[src/rtl/alu_rr_sequencer.sv]
// alu_rr_sequencer: round-robin front end that time-shares one combinational 4-bit ALU among NUM_REQ requesters.
// Macros: ALU_RR_SEQUENCER_STATS_EN adds the stat_ops counter; USE_POWER_PINS adds vccd1/vssd1.
module alu_rr_sequencer #(
  parameter int NUM_REQ = 4,
  localparam int GW = $clog2(NUM_REQ)
) (
`ifdef USE_POWER_PINS
  inout  wire                  vccd1,
  inout  wire                  vssd1,
`endif
  input  logic                 clk,
  input  logic                 rst_n,
  input  logic [NUM_REQ-1:0]   req_valid,
  output logic [NUM_REQ-1:0]   req_ready,
  input  logic [2*NUM_REQ-1:0] req_op,
  input  logic [4*NUM_REQ-1:0] req_a,
  input  logic [4*NUM_REQ-1:0] req_b,
  output logic [NUM_REQ-1:0]   rsp_valid,
  input  logic [NUM_REQ-1:0]   rsp_ready,
  output logic [3:0]           rsp_c,
  output logic                 rsp_ovf,
  output logic [3:0]           alu_a,
  output logic [3:0]           alu_b,
  output logic                 alu_ctrl0,
  output logic                 alu_ctrl1,
  input  logic [3:0]           alu_c,
  input  logic                 alu_ovf,
`ifdef ALU_RR_SEQUENCER_STATS_EN
  output logic                 busy,
  output logic [15:0]          stat_ops
`else
  output logic                 busy
`endif
);

  typedef enum logic [1:0] {
    IDLE = 2'd0,
    EXEC = 2'd1,
    RESP = 2'd2
  } state_t;

  localparam logic [NUM_REQ-1:0] FIRST_BIT = {{(NUM_REQ-1){1'b0}}, 1'b1};

  state_t          state_r;
  logic [GW-1:0]   cur_r;
  logic [GW-1:0]   last_grant_r;
  logic [GW-1:0]   winner_s;
  logic            any_valid_s;
  logic            handshake_s;

  // Index reached after stepping 'step' places past 'base', wrapping at NUM_REQ.
  function automatic logic [GW-1:0] next_idx(input logic [GW-1:0] base, input int step);
    int sum;
    sum = int'(base) + step;
    return GW'(sum % NUM_REQ);
  endfunction

  assign any_valid_s = |req_valid;
  assign handshake_s = |(req_valid & req_ready);

  // Round-robin winner: scan backwards so the nearest valid requester after last_grant overwrites the rest.
  always_comb begin
    winner_s = {GW{1'b0}};
    for (int k = NUM_REQ; k >= 1; k--) begin
      winner_s = req_valid[next_idx(last_grant_r, k)] ? next_idx(last_grant_r, k) : winner_s;
    end
  end

  // Offer acceptance only to the current winner while idle and out of reset.
  always_comb begin
    req_ready = {NUM_REQ{1'b0}};
    if (rst_n && (state_r == IDLE) && any_valid_s) begin
      req_ready[winner_s] = 1'b1;
    end else begin
      req_ready = {NUM_REQ{1'b0}};
    end
  end

  // Sequencer FSM: accept, let the ALU settle for one cycle, then hold the response until taken.
  always_ff @(posedge clk) begin
    if (!rst_n) begin
      state_r      <= IDLE;
      cur_r        <= {GW{1'b0}};
      last_grant_r <= GW'(NUM_REQ - 1);
      rsp_valid    <= {NUM_REQ{1'b0}};
      rsp_c        <= 4'h0;
      rsp_ovf      <= 1'b0;
      alu_a        <= 4'h0;
      alu_b        <= 4'h0;
      alu_ctrl0    <= 1'b0;
      alu_ctrl1    <= 1'b0;
      busy         <= 1'b0;
`ifdef ALU_RR_SEQUENCER_STATS_EN
      stat_ops     <= 16'h0000;
`endif
    end else begin
      case (state_r)
        IDLE: begin
          if (handshake_s) begin
            alu_a     <= req_a[{winner_s, 2'b00} +: 4];
            alu_b     <= req_b[{winner_s, 2'b00} +: 4];
            alu_ctrl0 <= req_op[{winner_s, 1'b0}];
            alu_ctrl1 <= req_op[{winner_s, 1'b1}];
            cur_r     <= winner_s;
            busy      <= 1'b1;
            state_r   <= EXEC;
          end
        end
        EXEC: begin
          rsp_c     <= alu_c;
          rsp_ovf   <= alu_ovf;
          rsp_valid <= FIRST_BIT << cur_r;
          state_r   <= RESP;
        end
        RESP: begin
          // Only the owner's rsp_ready can release the response.
          if (rsp_ready[cur_r]) begin
            rsp_valid    <= {NUM_REQ{1'b0}};
            last_grant_r <= cur_r;
            busy         <= 1'b0;
            state_r      <= IDLE;
`ifdef ALU_RR_SEQUENCER_STATS_EN
            stat_ops     <= stat_ops + 16'h0001;
`endif
          end
        end
        default: begin
          rsp_valid <= {NUM_REQ{1'b0}};
          busy      <= 1'b0;
          state_r   <= IDLE;
        end
      endcase
    end
  end

endmodule

[config.mk]
export PLATFORM = sky130hd
export DESIGN_NAME = alu_rr_sequencer
export DESIGN_NICKNAME = d
export VERILOG_FILES = /design/src/rtl/alu_rr_sequencer.sv
export SDC_FILE = /design/constraint.sdc
export NUM_CORES = 1
export LEC_CHECK = 0
export CAP_MARGIN = 20
export CORE_ASPECT_RATIO = 0.9
export CORE_MARGIN = 2
export CORE_UTILIZATION = 30
export CTS_CLUSTER_SIZE = 14
export DETAILED_ROUTE_END_ITERATION = 16
export GPL_TIMING_DRIVEN = 0
export HOLD_SLACK_MARGIN = 0.06
export PLACE_DENSITY = 0.76
export RECOVER_POWER = 25
export SLEW_MARGIN = 10
export SYNTH_ARGS = -nofsm -noshare
export SYNTH_HDL_FRONTEND = slang
export SYNTH_SLANG_ARGS = --single-unit
[constraint.sdc]
create_clock -name clk -period 1.6 [get_ports clk]
set_input_delay 0.16 -clock clk [delete_from_list [all_inputs] [get_ports clk]]
set_output_delay 0.16 -clock clk [all_outputs]
set_load 0.05 [all_outputs]
==> run summary, run 1 <==
Iter 0 DRT Violations: 37
Switch Pwr: 749 uW
Synth area leaders: dfxtp_1 (37%), mux2i_1 (18%), nand2_1 (6.4%)
HP Class: in -> reg
Final nets: 304
Async S/R FF share, synth: 0%
EDFF count, synth: 0
DP Area: 2280 sq um
Port-buffer cells: 78
WL/cell: 13.4 um
Worst slack, placed: -1230 ps
Max-cap violation count: 0
Starting Density: 31.4%
CP max FO: 6
Critical path endpoint category: primary output
FILL cells: 385
Post-synth net total: 200
Clock skew: 3.05 ps
Register area share after synthesis: 36.9%
Global route total overflow: 0
Status: complete, but fails checks
Cell Pwr Density: 842 nW/um^2
RSZ-0062 raised after global routing: yes
Internal power contribution: 1.48 mW
Share of layout cells above drive strength 1: 29.0%
Crit Path Class: reg -> out
Clock Power Share: 24.7%
Leakage: 1.17 nW
Cell taking the most area after synthesis: dfxtp_1
CP dominant cell by count: buf_6
Sum of negative setup slack: -1470 ps
CP peak stage delay: 400 ps
Core footprint: 4490 sq um
F_max: 565 MHz
Vias: 1460
Die H: 69.0 um
Mapped cell area: 1410 sq um
Net Sw Frac: 33.6%
CTS clk-pin slew, worst paths: 90 ps
Die width: 76.2 um
Gpl congestion: 0.709
Synth cell count leaders: dfxtp_1 (26), mux2i_1 (25), nand2_1 (24)
Worst vdd ir: 449 uV
Worst path slowest cell: dfxtp_4
Final Setup Violations: 14
CP required: 1440 ps
Top-area cell type share of the netlist area: 36.9%
Die area: 5260 sq um
Relative slew slack: 58.6%
Tcrit/Tclk final: 111%
Worst Hold Margin: 438 ps
First-pass GRT wire length: 6.78 mm
Final hold viol count: 0
Reg2reg setup slack: -110 ps
Num ports: 79
DP HPWL: 2.87 mm
Ant diodes: 0
Warning count from the yosys run: 0
Actual slew at the worst max-slew pin: 624 ps
Num rows: 23
TritonCTS Buffers: 3
Gate Count Post-Synth: 145
Initial antenna violation count: 0
Ys flop type: dfxtp_1
Post-DRT Antenna Nets: 0
Pre-antenna DRT Iters: 4
Layout area overhead: 88.1%
Clock Latency Late Sink: 270 ps
CTS tree: built
GRT Util Overall: 15.4%
Post-Route WL: 4.15 mm
Final Worst Setup Slack: -171 ps
Crit path DAT: 1610 ps
Largest net degree at the start of global routing: 16
Cell-by-cell trace of the critical path: nand2b_4 -> a21oi_2 -> o221ai_2 -> nand2_2 -> buf_6 -> nor2_4 -> buf_6
# DRC: 0
Count leader, synth: dfxtp_1
Clk buf depth: 2
Failing checks: negative setup slack
Min Tclk post-route: 1770 ps
Htree depth: 1
Yosys reg bits: 26
Vias in the first global route: 1426
Syn_area_per_cell: 9.72 sq um
Clk sinks: 26
CP Launch Type: register
Combinational share of power: 41.2%
Slew Limit Fails: 0
Post-route cell area: 2650 sq um
Synth unique cells: 37
Vias/cell: 4.71
Sequential group share of total power: 34.1%
CTS root buf: clkbuf_8
PnR Total Power: 2.23 mW
[per-layer routing]
layer / track usage [%] / wire [um] / up-vias
met2: 26.1 / 1950 / 38
met1: 20.5 / 1950 / 695
li1: - / - / 725
met5: 0 / 0 / -
met4: 2.22 / 6 / 0
met3: 3.66 / 243 / 2
[worst paths after layout]
kind	from	end	depth (start not counted)
worst max-delay path	last_grant_r[1]	req_ready[3]	7
worst min-delay path	alu_c[1]	rsp_c[1]	3
worst max register to register	last_grant_r[1]	alu_ctrl0	8
worst min register to register	alu_b[0]	alu_b[0]	2
[cell usage in the layout, fill, tap and decap left out, types with 2 or more instances in the layout]
| cell | instances |
|---|---|
| mux2i_2 | 5 |
| nor2b_1 | 9 |
| buf_12 | 2 |
| a21oi_2 | 2 |
| buf_8 | 3 |
| mux2i_1 | 19 |
| nand2b_4 | 2 |
| clkbuf_8 | 3 |
| buf_6 | 6 |
| o221ai_1 | 2 |
| nand2_2 | 2 |
| dlymetal6s2s_1 | 10 |
| o221ai_2 | 9 |
| nand2_1 | 22 |
| clkdlybuf4s50_1 | 50 |
| nor2_1 | 3 |
| inv_1 | 2 |
| dlygate4sd2_1 | 5 |
| a21boi_0 | 5 |
| dfxtp_1 | 24 |
| a22oi_1 | 2 |
| buf_4 | 18 |
| nor2_4 | 4 |
| clkbuf_1 | 11 |
| nand2b_1 | 2 |
[power by group through the flow]
stage / Clock (mW) / Sequential, mW / Combinational (mW)
after floorplan: 0 / 0.959 / 0.304
after global placement: 0 / 0.773 / 0.802
after detailed placement: 0 / 0.774 / 0.806
after CTS: 0.558 / 0.760 / 0.901
after global routing: 0.592 / 0.773 / 0.978
final: 0.550 / 0.760 / 0.920
[flip-flops by register name (all words and copies together) (netlist names), 2 cells and up]
name          count
rsp_valid         4
state_r           2
alu_b             4
cur_r             2
last_grant_r      2
alu_a             4
rsp_c             4
[area by class of cell]
cell class              count  area, sq um  share of cell area, %
inverters                   3         11.3                  0.425
repair buffers            100          963                   36.4
clock buffers               3         41.3                   1.56
well taps                  62         77.6                   2.93
multi-input cells         107          931                   35.1
plain buffers               8         70.1                   2.64
clock inverters             1         30.0                   1.13
flip-flops and latches     26          526                   19.8
[cell families (layout without fill, tap and decap cells)]
kind of cell | Yosys count | in the layout | synth area share (%)
mux | 26 | 26 | 19.4
compound gates | 28 | 28 | 18.9
simple gates | 53 | 53 | 19.8
flops | 26 | 26 | 36.9
buf+inv | 12 | 115 | 4.97
[timing repair]
item / CTS / global route
buffers inserted: 17 / 8
hold endpoints to repair: 0 / 0
gates cloned: 0 / 1
endpoints found under the setup margin: 18 / 37
pin swaps: 7 / 6
hold buffers: 0 / 0
gates resized for setup: 56 / 34
[through the flow]
| stage | util (%) | cells |
|---|---|---|
| floorplan | - | 145 |
| global placement | 50.8 | 285 |
| detailed placement | 50.8 | 285 |
| CTS | 57.3 | 304 |
| global route | 59.0 | 310 |
| finish | 59.0 | 310 |
[critical path: cells and delay by family, from the launching register on]
kind	cells	cell delay, ps
and+or+nand+nor	3	310
buffers and inverters	2	300
AOI/OAI and AO/OA	2	320
DFF	1	400
Power figures use the tool's default switching activity.
==> run 2, diff against run 1 <==
--- a/config.mk
+++ b/config.mk
@@ -8,12 +8,12 @@
 export CAP_MARGIN = 20
 export CORE_ASPECT_RATIO = 0.9
 export CORE_MARGIN = 2
-export CORE_UTILIZATION = 30
+export CORE_UTILIZATION = 34
 export CTS_CLUSTER_SIZE = 14
 export DETAILED_ROUTE_END_ITERATION = 16
 export GPL_TIMING_DRIVEN = 0
 export HOLD_SLACK_MARGIN = 0.06
-export PLACE_DENSITY = 0.76
+export PLACE_DENSITY = 0.83
 export RECOVER_POWER = 25
 export SLEW_MARGIN = 10
 export SYNTH_ARGS = -nofsm -noshare
==> run summary, run 2 (synthesis results as in run 1) <==
Status: complete, but fails checks
Failing checks: negative setup slack
DP Cell Count: 271
Htree depth: 1
Core footprint: 4020 sq um
Worst vdd ir: 397 uV
Final Worst Setup Slack: -183 ps
CP peak stage delay: 380 ps
Clock Latency Late Sink: 270 ps
Max-cap violation count: 0
Crit path DAT: 1620 ps
Net Sw Frac: 33.6%
Uppermost layer routed: met4
Cell Count, Final, Fillers Out: 298
DP HPWL: 2.82 mm
Combinational share of power: 42.8%
Die width: 71.9 um
Final Setup Violations: 12
Post-DRT Antenna Nets: 0
Worst slack, placed: -1230 ps
Ant diodes: 0
Vias: 1501
First-pass GRT wire length: 7.04 mm
Final nets: 306
CTS clk-pin slew, worst paths: 90 ps
Global route total overflow: 0
# DRC: 0
Leakage: 1.30 nW
CP max FO: 7
Vias in the first global route: 1554
Most common library cell in the layout ignoring fill and taps: clkdlybuf4s50_1
Num ports: 79
CP Launch Type: register
Clk buf depth: 2
Largest net degree at the start of global routing: 16
Pre-antenna DRT Iters: 4
Worst path slowest cell: dfxtp_4
CP required: 1440 ps
Iter 0 DRT Violations: 82
CP dominant cell by count: nand2b_4
Clock skew: 4.30 ps
PnR Total Power: 2.29 mW
Final hold viol count: 0
Die H: 65.1 um
CTS tree: built
Met3 WL: 264 um
Clk sinks: 26
Clock Power Share: 23.9%
GRT Util Overall: 19.2%
Starting Density: 35.1%
Vias/cell: 5.04
WL met2: 2.43 mm
Internal power contribution: 1.52 mW
Post-Route WL: 4.66 mm
Share of layout cells above drive strength 1: 30.0%
Worst Hold Margin: 442 ps
Min Tclk post-route: 1780 ps
TritonCTS Buffers: 3
Die area: 4680 sq um
Switch Pwr: 771 uW
RSZ-0062 raised after global routing: yes
Sequential group share of total power: 33.4%
DRT met1 WL: 1.89 mm
HP Class: in -> reg
CTS root buf: clkbuf_8
CTS hold repair buffers: 0
Layout area overhead: 94.7%
Critical path endpoint category: primary output
FILL cells: 293
F_max: 561 MHz
Actual slew at the worst max-slew pin: 530 ps
WL/cell: 15.6 um
Most frequent cells in the layout: clkdlybuf4s50_1 (51), nand2_1 (23), dfxtp_1 (23)
Slew Limit Fails: 0
Cell Pwr Density: 836 nW/um^2
Final core occ: 68.2%
Cell-by-cell trace of the critical path: nand2b_4 -> a21oi_2 -> o221ai_2 -> nand2b_4 -> buf_6 -> nor2_4 -> buf_8
Initial antenna violation count: 0
Relative slew slack: 64.8%
Worst Path Buf+Inv: 2
Crit Path Class: reg -> out
Num rows: 22
Top delay family on crit path: simple AND/OR/NAND/NOR gates
Gpl congestion: 0.694
Tcrit/Tclk final: 111%
Port-buffer cells: 78
## run 2: through the flow
step,setup TNS [ps],area [sq um]
6_report,-1280,2740
5_1_grt,-2310,2740
4_1_cts,-651,2550
3_5_place_dp,-10560,2260
3_3_place_gp,-10380,2260
2_1_floorplan,-429,1420
## run 2: per-layer routing
layer	vias to the layer above	GRT usage [%]
met3	7	4.35
met1	704	23.3
li1	736	-
met5	-	0
met4	0	6.60
met2	54	33.3
## run 2: worst paths after layout
kind	slack (ps)	start	cells after the start	to
min reg2reg	470	rsp_ovf	2	rsp_ovf
max	-180	last_grant_r[1]	7	req_ready[2]
max reg2reg	-80	last_grant_r[1]	9	alu_b[3]
min	440	alu_c[0]	3	rsp_c[0]
## run 2: repair_timing
item                                    4_1_cts  5_1_grt
cloned                                        0        1
endpoints found under the setup margin       22       35
resized for setup                            61       32
pin swaps                                    10        5
setup buffers                                16        6
## run 2: cell type report
type | instances | area [sq um] | area share, %
Timing Repair Buffer | 101 | 1040 | 37.9
Multi-Input combinational cell | 107 | 952 | 34.7
Sequential cell | 26 | 527 | 19.2
Buffer | 9 | 81.3 | 2.97
Tap cell | 48 | 60.1 | 2.19
Clock buffer | 3 | 41.3 | 1.51
Clock inverter | 1 | 30.0 | 1.09
Inverter | 3 | 11.3 | 0.411
## run 2: worst register-to-register path: stages (launching register included)
cell,delay [ps]
dfxtp_4,400
nand2b_4,140
a21oi_2,50
o221ai_2,260
nand2b_4,190
buf_6,120
buf_4,110
buf_6,90
buf_6,120
o221ai_2,90
## run 2: power groups by stage
stage | clock (mW) | combinational, mW | sequential (mW)
after floorplan | 0 | 0.304 | 0.959
after global placement | 0 | 0.799 | 0.772
after detailed placement | 0 | 0.807 | 0.775
after CTS | 0.552 | 0.902 | 0.764
after global routing | 0.586 | 1.04 | 0.775
final | 0.548 | 0.980 | 0.765
